<file path="config.mk">
export PLATFORM = sky130hd
export DESIGN_NAME = mul_unit
export DESIGN_NICKNAME = d
export VERILOG_FILES = /design/src/rtl/mul_unit.sv
export SDC_FILE = /design/constraint.sdc
export NUM_CORES = 2
export LEC_CHECK = 0
export CORE_ASPECT_RATIO = 0.7
export CORE_MARGIN = 2
export CORE_UTILIZATION = 62
export DETAILED_ROUTE_END_ITERATION = 7
export DONT_BUFFER_PORTS = 1
export GPL_TIMING_DRIVEN = 0
export PLACE_DENSITY = 0.78
export SYNTH_ARGS = -nofsm -noshare
export SYNTH_HDL_FRONTEND = slang
export SYNTH_SLANG_ARGS = --single-unit
</file>
<file path="constraint.sdc">
create_clock -name clock -period 6 [get_ports clock]
set_input_delay 1.8 -clock clock [delete_from_list [all_inputs] [get_ports clock]]
set_output_delay 1.8 -clock clock [all_outputs]
set_load 0.005 [all_outputs]
</file>
<file path="src/rtl/mul_unit.sv">
// Pipelined signed 32x32 multiply unit with a valid/grant write-back handshake.
// The whole pipe freezes while the head result waits for its grant.
module mul_unit #(
  parameter int unsigned STAGES = 4,
  parameter int unsigned CNT_W  = 4
) (
  input  logic             clock,
  input  logic             reset,
  input  logic             iss_mul_oper,
  input  logic [31:0]      iss_ex_rega,
  input  logic [31:0]      iss_ex_regb,
  input  logic [4:0]       iss_ex_regdest,
  input  logic             iss_ex_writereg,
  input  logic             wb_grant,
  output logic             mul_wb_valid,
  output logic [31:0]      mul_wb_lo,
  output logic [31:0]      mul_wb_hi,
  output logic [4:0]       mul_wb_regdest,
  output logic             mul_wb_writereg,
  output logic             mul_busy,
  output logic [CNT_W-1:0] mul_inflight,
  output logic             mul_overrun
);

  localparam int unsigned HEAD = STAGES - 1;

  logic [STAGES-1:0] vld_q;
  logic [STAGES-1:0] wr_q;
  logic [4:0]        tag_q  [STAGES];
  logic [63:0]       prod_q [STAGES];
  logic [CNT_W-1:0]  inflight_q, inflight_d;
  logic              overrun_q;

  logic              hold, accept, consume;
  logic [63:0]       prod_d;
  logic [4:0]        tag_d;
  logic              wr_d;

  assign hold    = vld_q[HEAD] & ~wb_grant;
  assign accept  = iss_mul_oper & ~hold;
  assign consume = vld_q[HEAD] & wb_grant;

  // Bubbles carry zeroed payload so the head never exposes stale or X data.
  always_comb begin
    prod_d = '0;
    tag_d  = '0;
    wr_d   = 1'b0;
    if (accept) begin
      prod_d = $signed(iss_ex_rega) * $signed(iss_ex_regb);
      tag_d  = iss_ex_regdest;
      wr_d   = iss_ex_writereg;
    end
  end

  always_comb begin
    inflight_d = inflight_q;
    if (accept && !consume)
      inflight_d = inflight_q + CNT_W'(1);
    else if (!accept && consume)
      inflight_d = inflight_q - CNT_W'(1);
  end

  always_ff @(posedge clock or negedge reset) begin
    if (!reset) begin
      vld_q      <= '0;
      wr_q       <= '0;
      for (int unsigned i = 0; i < STAGES; i++) begin
        tag_q[i]  <= '0;
        prod_q[i] <= '0;
      end
      inflight_q <= '0;
      overrun_q  <= 1'b0;
    end else begin
      if (iss_mul_oper && hold)
        overrun_q <= 1'b1;
      inflight_q <= inflight_d;
      if (!hold) begin
        vld_q[0]  <= accept;
        wr_q[0]   <= wr_d;
        tag_q[0]  <= tag_d;
        prod_q[0] <= prod_d;
        for (int unsigned i = 1; i < STAGES; i++) begin
          vld_q[i]  <= vld_q[i-1];
          wr_q[i]   <= wr_q[i-1];
          tag_q[i]  <= tag_q[i-1];
          prod_q[i] <= prod_q[i-1];
        end
      end
    end
  end

  assign mul_wb_valid    = vld_q[HEAD];
  assign mul_wb_lo       = prod_q[HEAD][31:0];
  assign mul_wb_hi       = prod_q[HEAD][63:32];
  assign mul_wb_regdest  = tag_q[HEAD];
  assign mul_wb_writereg = wr_q[HEAD];
  assign mul_busy        = hold;
  assign mul_inflight    = inflight_q;
  assign mul_overrun     = overrun_q;

endmodule

</file>
* After elaboration in Yosys (flattened, before gate mapping)
Index checks and enable logic that the tools add are counted.
** Storage, ports and cells
- Memory bits (read-only) :: 0
- Register bits after elaboration :: 289
- Memories kept :: 0
- Latch bits :: 0
- Bits in writable memories :: 0
- Output and inout bits :: 77
** Operators by class
- Shifts and indexed selects :: 0
- Div/mod/pow operators :: 0
- Add/sub/neg operators :: 2
- Bitwise operators :: 5
- Eq/ne operators :: 0
- Reduce and logical (&&, ||, !) cells :: 6
- Mux-type cells :: 5
- Order comparisons :: 0
- Multipliers :: 1
** Operators by type and width (number)
- 32-bit by 32-bit multiplier with 64-bit output :: 1
- 64-bit two-way mux :: 1
- 4-bit two-way mux :: 2
- 5-bit two-way mux :: 1
- 4-bit by 1-bit adder with 4-bit output (second input constant) :: 1
- 4-bit by 1-bit subtractor with 4-bit output (second input constant) :: 1
- 1-bit bitwise AND :: 3
- 1-bit logical AND :: 3
- 1-bit zero test :: 2
- 1-bit NOT :: 2
- 2-bit nonzero test :: 1
- 1-bit two-way mux :: 1

* Logic depth before layout (Yosys ltp)
- Word-level depth :: 8
- Gate-level depth with buffers :: 29

* Least setup slack after synthesis
No wires, ideal clock.
- Kind :: input port to flip-flop
- From :: input iss_ex_regb[2]
- To :: register prod_q[252] (netlist name)
- Path buffers :: 2
- Stages on the path :: 27
- Arrival :: 8950 ps
- Data required time :: 5876 ps
- Slack :: -3074 ps
- Library setup time :: 124 ps
- Cell sequence :: clkbuf_1 -> nand2_1 -> inv_1 -> fa_1 -> fa_1 -> fa_1 -> fa_1 -> inv_1 -> fa_1 -> inv_1 -> fa_1 -> inv_1 -> fa_1 -> inv_1 -> fa_1 -> ha_1 -> clkbuf_1 -> a21oi_1 -> nor2b_1 -> o21ai_0 -> nand2b_1 -> a21o_1 -> a21oi_1 -> nand2_1 -> o221ai_1 -> nor4_1 -> a211o_1
** On the way
- Word-level cells in the longest chain between the ends :: 2
** Ends and longest elaborated chain
- start: declaration :: line 11 : input logic [31:0] iss_ex_regb,
- 32-bit by 32-bit multiplier with 64-bit output :: line 49 : prod_d = $signed(iss_ex_rega) * $signed(iss_ex_regb);
- 64-bit two-way mux :: line 48 : if (accept) begin
- end signal: indexed assignment :: line 86 : prod_q[i] <= prod_q[i-1];
- end: declaration :: line 30 : logic [63:0] prod_q [STAGES];
Every way passes these cells.
A chain may end at the register's enable or synchronous reset.

* Worst setup path after layout
- From :: input iss_ex_regb[31]
- To :: register prod_q[255] (netlist name)
The elaborated chain is that of the path after synthesis.

==> reports/metrics.json <==
{
  "globalRoute.totalOverflow": {"value": 0},
  "cts-root-to-sink-buffers": {"value": 3},
  "cts.hold.buffers_added": {"value": 0},
  "first_global_vias": {"value": 37900},
  "use_met1": {"value": 57.8, "unit": "%"},
  "layout.nets": {"value": 6628},
  "detail_route.wl_per_cell": {"value": 25.7, "unit": "um"},
  "worstSetupPathType": {"value": "in -> reg"},
  "synth-seq-cells": {"value": 289},
  "dr_total_vias": {"value": 37200},
  "layout-drive-gt1-share": {"value": 15.7, "unit": "%"},
  "port-buffer-count": {"value": 0},
  "finalHoldViolCount": {"value": 0},
  "synth_top_cell_by_area": {"value": "sky130_fd_sc_hd__fa_1"},
  "grt_use_met3": {"value": 16.3, "unit": "%"},
  "clock_latency": {"value": 0.51, "unit": "ns"},
  "finalClockSkew": {"value": 0.0129, "unit": "ns"},
  "post_synth_edffs": {"value": 0},
  "standard_cell_row_count": {"value": 84},
  "ys.warnings.count": {"value": 0},
  "worst_hold_path.num_cells": {"value": 2},
  "timing.critical_path.to_type": {"value": "flop"},
  "final.period_utilization": {"value": 143, "unit": "%"},
  "die_area": {"value": 0.0787, "unit": "mm^2"},
  "ff_to_ff_path_depth": {"value": 7},
  "violations_in_the_final_reports": {"value": "setup timing"},
  "primary_ff_master_synth": {"value": "sky130_fd_sc_hd__dfrtp_1"},
  "route.detailed.drc": {"value": 0},
  "min_period": {"value": 8.56, "unit": "ns"},
  "track_usage": {"value": 41.2, "unit": "%"},
  "syn_nets": {"value": 6453},
  "final-setup-viol-count": {"value": 54},
  "core_region_area": {"value": 0.0754, "unit": "mm^2"},
  "worstPathRequired": {"value": 6.38, "unit": "ns"},
  "cts_tree": {"value": "yes"},
  "cts_root_buf": {"value": "sky130_fd_sc_hd__clkbuf_16"},
  "cts_htree_levels": {"value": 1},
  "clock.fmax": {"value": 117, "unit": "MHz"},
  "grt_antenna_before_repair": {"value": 17},
  "layout.cells.most_common_list": {"value": "sky130_fd_sc_hd__nand2_1, sky130_fd_sc_hd__fa_1, sky130_fd_sc_hd__inv_1"},
  "place.detailed.hpwl": {"value": 126, "unit": "mm"},
  "initialDrtViolationCount": {"value": 3955},
  "finalInstanceArea": {"value": 0.0545, "unit": "mm^2"},
  "worstHoldPathType": {"value": "reg -> reg"},
  "num-fill-cells": {"value": 5467},
  "final_common_cell": {"value": "sky130_fd_sc_hd__nand2_1"},
  "max_slew.worst_pin.slew": {"value": 0.862, "unit": "ns"},
  "drt.antenna.violating_nets": {"value": 0},
  "cts_inserted_buffers": {"value": 21},
  "via_per_inst": {"value": 5.92},
  "clock_sinks": {"value": 289},
  "synth_seq_area_share": {"value": 15.3, "unit": "%"},
  "synthesis.area_per_instance": {"value": 9.27, "unit": "um^2"},
  "postSynth.asyncResetShare": {"value": 100, "unit": "%"},
  "outcome": {"value": "finished with violations"},
  "postPlaceCellArea": {"value": 0.0499, "unit": "mm^2"},
  "y_dimension_of_the_die": {"value": 235, "unit": "um"},
  "yosys-top-cells-area": {"value": "sky130_fd_sc_hd__fa_1, sky130_fd_sc_hd__dfrtp_1, sky130_fd_sc_hd__nand2_1, sky130_fd_sc_hd__inv_1, sky130_fd_sc_hd__and2_1"},
  "max-slew-margin-rel": {"value": 42.5, "unit": "%"},
  "cp.arrival": {"value": 8.93, "unit": "ns"},
  "grt_pass1_wl": {"value": 236, "unit": "mm"},
  "syn-cell-area": {"value": 0.0474, "unit": "mm^2"},
  "grt.met2_usage": {"value": 58.1, "unit": "%"},
  "synth_cell_type_count": {"value": 61},
  "postLayoutSetupSlackWorst": {"value": -2.56, "unit": "ns"},
  "syn-instance-count": {"value": 5110},
  "fp.dieW": {"value": 334, "unit": "um"},
  "io-pin-count": {"value": 151},
  "globalplace.congestion": {"value": 1.04},
  "final_max_slew_viol_count": {"value": 0},
  "grt_most_used_layer": {"value": "met2"},
  "maxCapViolations": {"value": 0},
  "largest_net_degree_at_the_start_of_global_routing": {"value": 290},
  "routed_wirelength": {"value": 162, "unit": "mm"},
  "unrepaired_setup_endpoints_after_global_routing": {"value": "true"},
  "worst_setup_path_start_kind": {"value": "primary input"},
  "yosysTopAreaCellShare": {"value": 45.8, "unit": "%"},
  "firstDrtPassIters": {"value": 8},
  "area_growth_syn_to_layout": {"value": 15.0, "unit": "%"},
  "clkTransAtPathRegs": {"value": 0.08, "unit": "ns"},
  "initial_utilization": {"value": 62.9, "unit": "%"},
  "worst-path-max-fanout": {"value": 10}
}
## through the flow
stage / setup TNS, ns / worst slack [ns] / hold WS, ns / utilization, % / instances
final: -97.56 / -2.56 / 0.469 / 72.3 / 6289
after detailed placement: -162.38 / -4.52 / 0.455 / 66.3 / 6099
after CTS: -92.20 / -2.41 / 0.471 / 70.9 / 6219
after floorplan: -93.73 / -2.66 / 0.430 / - / 5110
after global placement: -158.16 / -4.36 / 0.444 / 66.3 / 6099
after global routing: -103.87 / -2.69 / 0.491 / 72.3 / 6284
## synthesized netlist by cell type, types with 5 or more instances
cell type and number:
sky130_fd_sc_hd__xor2_1 28, sky130_fd_sc_hd__buf_4 69, sky130_fd_sc_hd__o31ai_1 6, sky130_fd_sc_hd__nand3_1 27
sky130_fd_sc_hd__nor2_1 63, sky130_fd_sc_hd__xnor2_1 44, sky130_fd_sc_hd__o211ai_1 5, sky130_fd_sc_hd__clkbuf_1 261
sky130_fd_sc_hd__and3_1 11, sky130_fd_sc_hd__a21o_1 35, sky130_fd_sc_hd__o21bai_1 6, sky130_fd_sc_hd__buf_1 8
sky130_fd_sc_hd__ha_1 186, sky130_fd_sc_hd__nor2b_1 12, sky130_fd_sc_hd__inv_1 944, sky130_fd_sc_hd__and2_1 512
sky130_fd_sc_hd__nand4_1 14, sky130_fd_sc_hd__o21ai_0 88, sky130_fd_sc_hd__a21oi_1 64, sky130_fd_sc_hd__nand2b_1 17
sky130_fd_sc_hd__fa_1 1083, sky130_fd_sc_hd__nor3_1 7, sky130_fd_sc_hd__dfrtp_1 289, sky130_fd_sc_hd__a31oi_1 10
sky130_fd_sc_hd__nand2_1 1248, sky130_fd_sc_hd__o21a_1 10
## final cells by class
type	instances	area (um^2)	area share, %
Clock buffer	27	568	1.04
Inverter	945	3560	6.54
Clock inverter	4	60.1	0.110
Sequential cell	289	7230	13.3
Multi-Input combinational cell	3533	37100	68.0
Antenna cell	7	17.5	0.0321
Buffer	337	3420	6.27
Tap cell	989	1240	2.27
Timing Repair Buffer	158	1370	2.51
## worst paths after layout
path,start,endpoint,slack (ns)
min in group asynchronous,reset,prod_q[252]$_DFFE_PN0N_,0.99
setup / recovery,iss_ex_regb[31],prod_q[255]$_DFFE_PN0N_,-2.56
setup reg to reg,vld_q[3]$_DFFE_PN0N_,vld_q[2]$_DFFE_PN0N_,3.23
hold reg to reg,prod_q[84]$_DFFE_PN0N_,prod_q[84]$_DFFE_PN0N_,0.47
max in group asynchronous,reset,prod_q[74]$_DFFE_PN0N_,4.31
hold / removal,prod_q[84]$_DFFE_PN0N_,prod_q[84]$_DFFE_PN0N_,0.47
## routing by layer
layer,vias to the layer above,wire length [um]
li1,15100,-
met1,19100,60500
met2,2467,68200
met3,493,24700
met4,8,8430
met5,-,51
## state kept, by name, summed over array words and instances (netlist names)
name,cells
prod_q,192
mul_wb_hi,32
mul_wb_lo,32
tag_q,15
mul_wb_regdest,5
mul_inflight,4
vld_q,4
wr_q,4
mul_overrun,1
## cells by family (layout without fill, tap and decap cells)
group / Yosys count / count (layout) / synth area share (%)
XOR/XNOR: 72 / 72 / 1.33
buffers and inverters: 1288 / 1471 / 10.8
multiplexers: 3 / 3 / 0.0660
adder cells (fa/ha/maj): 1269 / 1269 / 50.7
flip-flops: 289 / 289 / 15.3
AO/OA/AOI/OAI: 265 / 265 / 3.51
AND/OR/NAND/NOR: 1924 / 1924 / 18.4
other: 0 / 7 / 0
## what timing repair did
action                                  4_1_cts  5_1_grt
gates cloned                                  0        0
setup buffers                                95       66
pin swaps                                   178      166
hold endpoints to repair                      0        0
endpoints found under the setup margin       56       56
resized for setup                           521      212
## critical path: stages
cell	delay, ns
sky130_fd_sc_hd__clkinvlp_4	0.23
sky130_fd_sc_hd__buf_4	0.31
sky130_fd_sc_hd__nor2_1	0.14
sky130_fd_sc_hd__fa_1	0.52
sky130_fd_sc_hd__fa_1	0.56
sky130_fd_sc_hd__fa_1	0.46
sky130_fd_sc_hd__fa_1	0.53
sky130_fd_sc_hd__fa_1	0.44
sky130_fd_sc_hd__fa_1	0.52
sky130_fd_sc_hd__fa_2	0.66
sky130_fd_sc_hd__fa_1	0.48
sky130_fd_sc_hd__ha_4	0.26
sky130_fd_sc_hd__buf_8	0.13
sky130_fd_sc_hd__nand2_4	0.08
sky130_fd_sc_hd__o21ai_4	0.06
sky130_fd_sc_hd__or4_1	0.47
sky130_fd_sc_hd__nand4_1	0.16
sky130_fd_sc_hd__o211ai_1	0.10
sky130_fd_sc_hd__o21bai_4	0.24
sky130_fd_sc_hd__a21oi_4	0.24
sky130_fd_sc_hd__a31oi_4	0.15
sky130_fd_sc_hd__xnor2_4	0.29
sky130_fd_sc_hd__o21ai_1	0.09
Power is not shown: default switching activity piles up to over one toggle a cycle in this logic, so the estimate is an artifact.
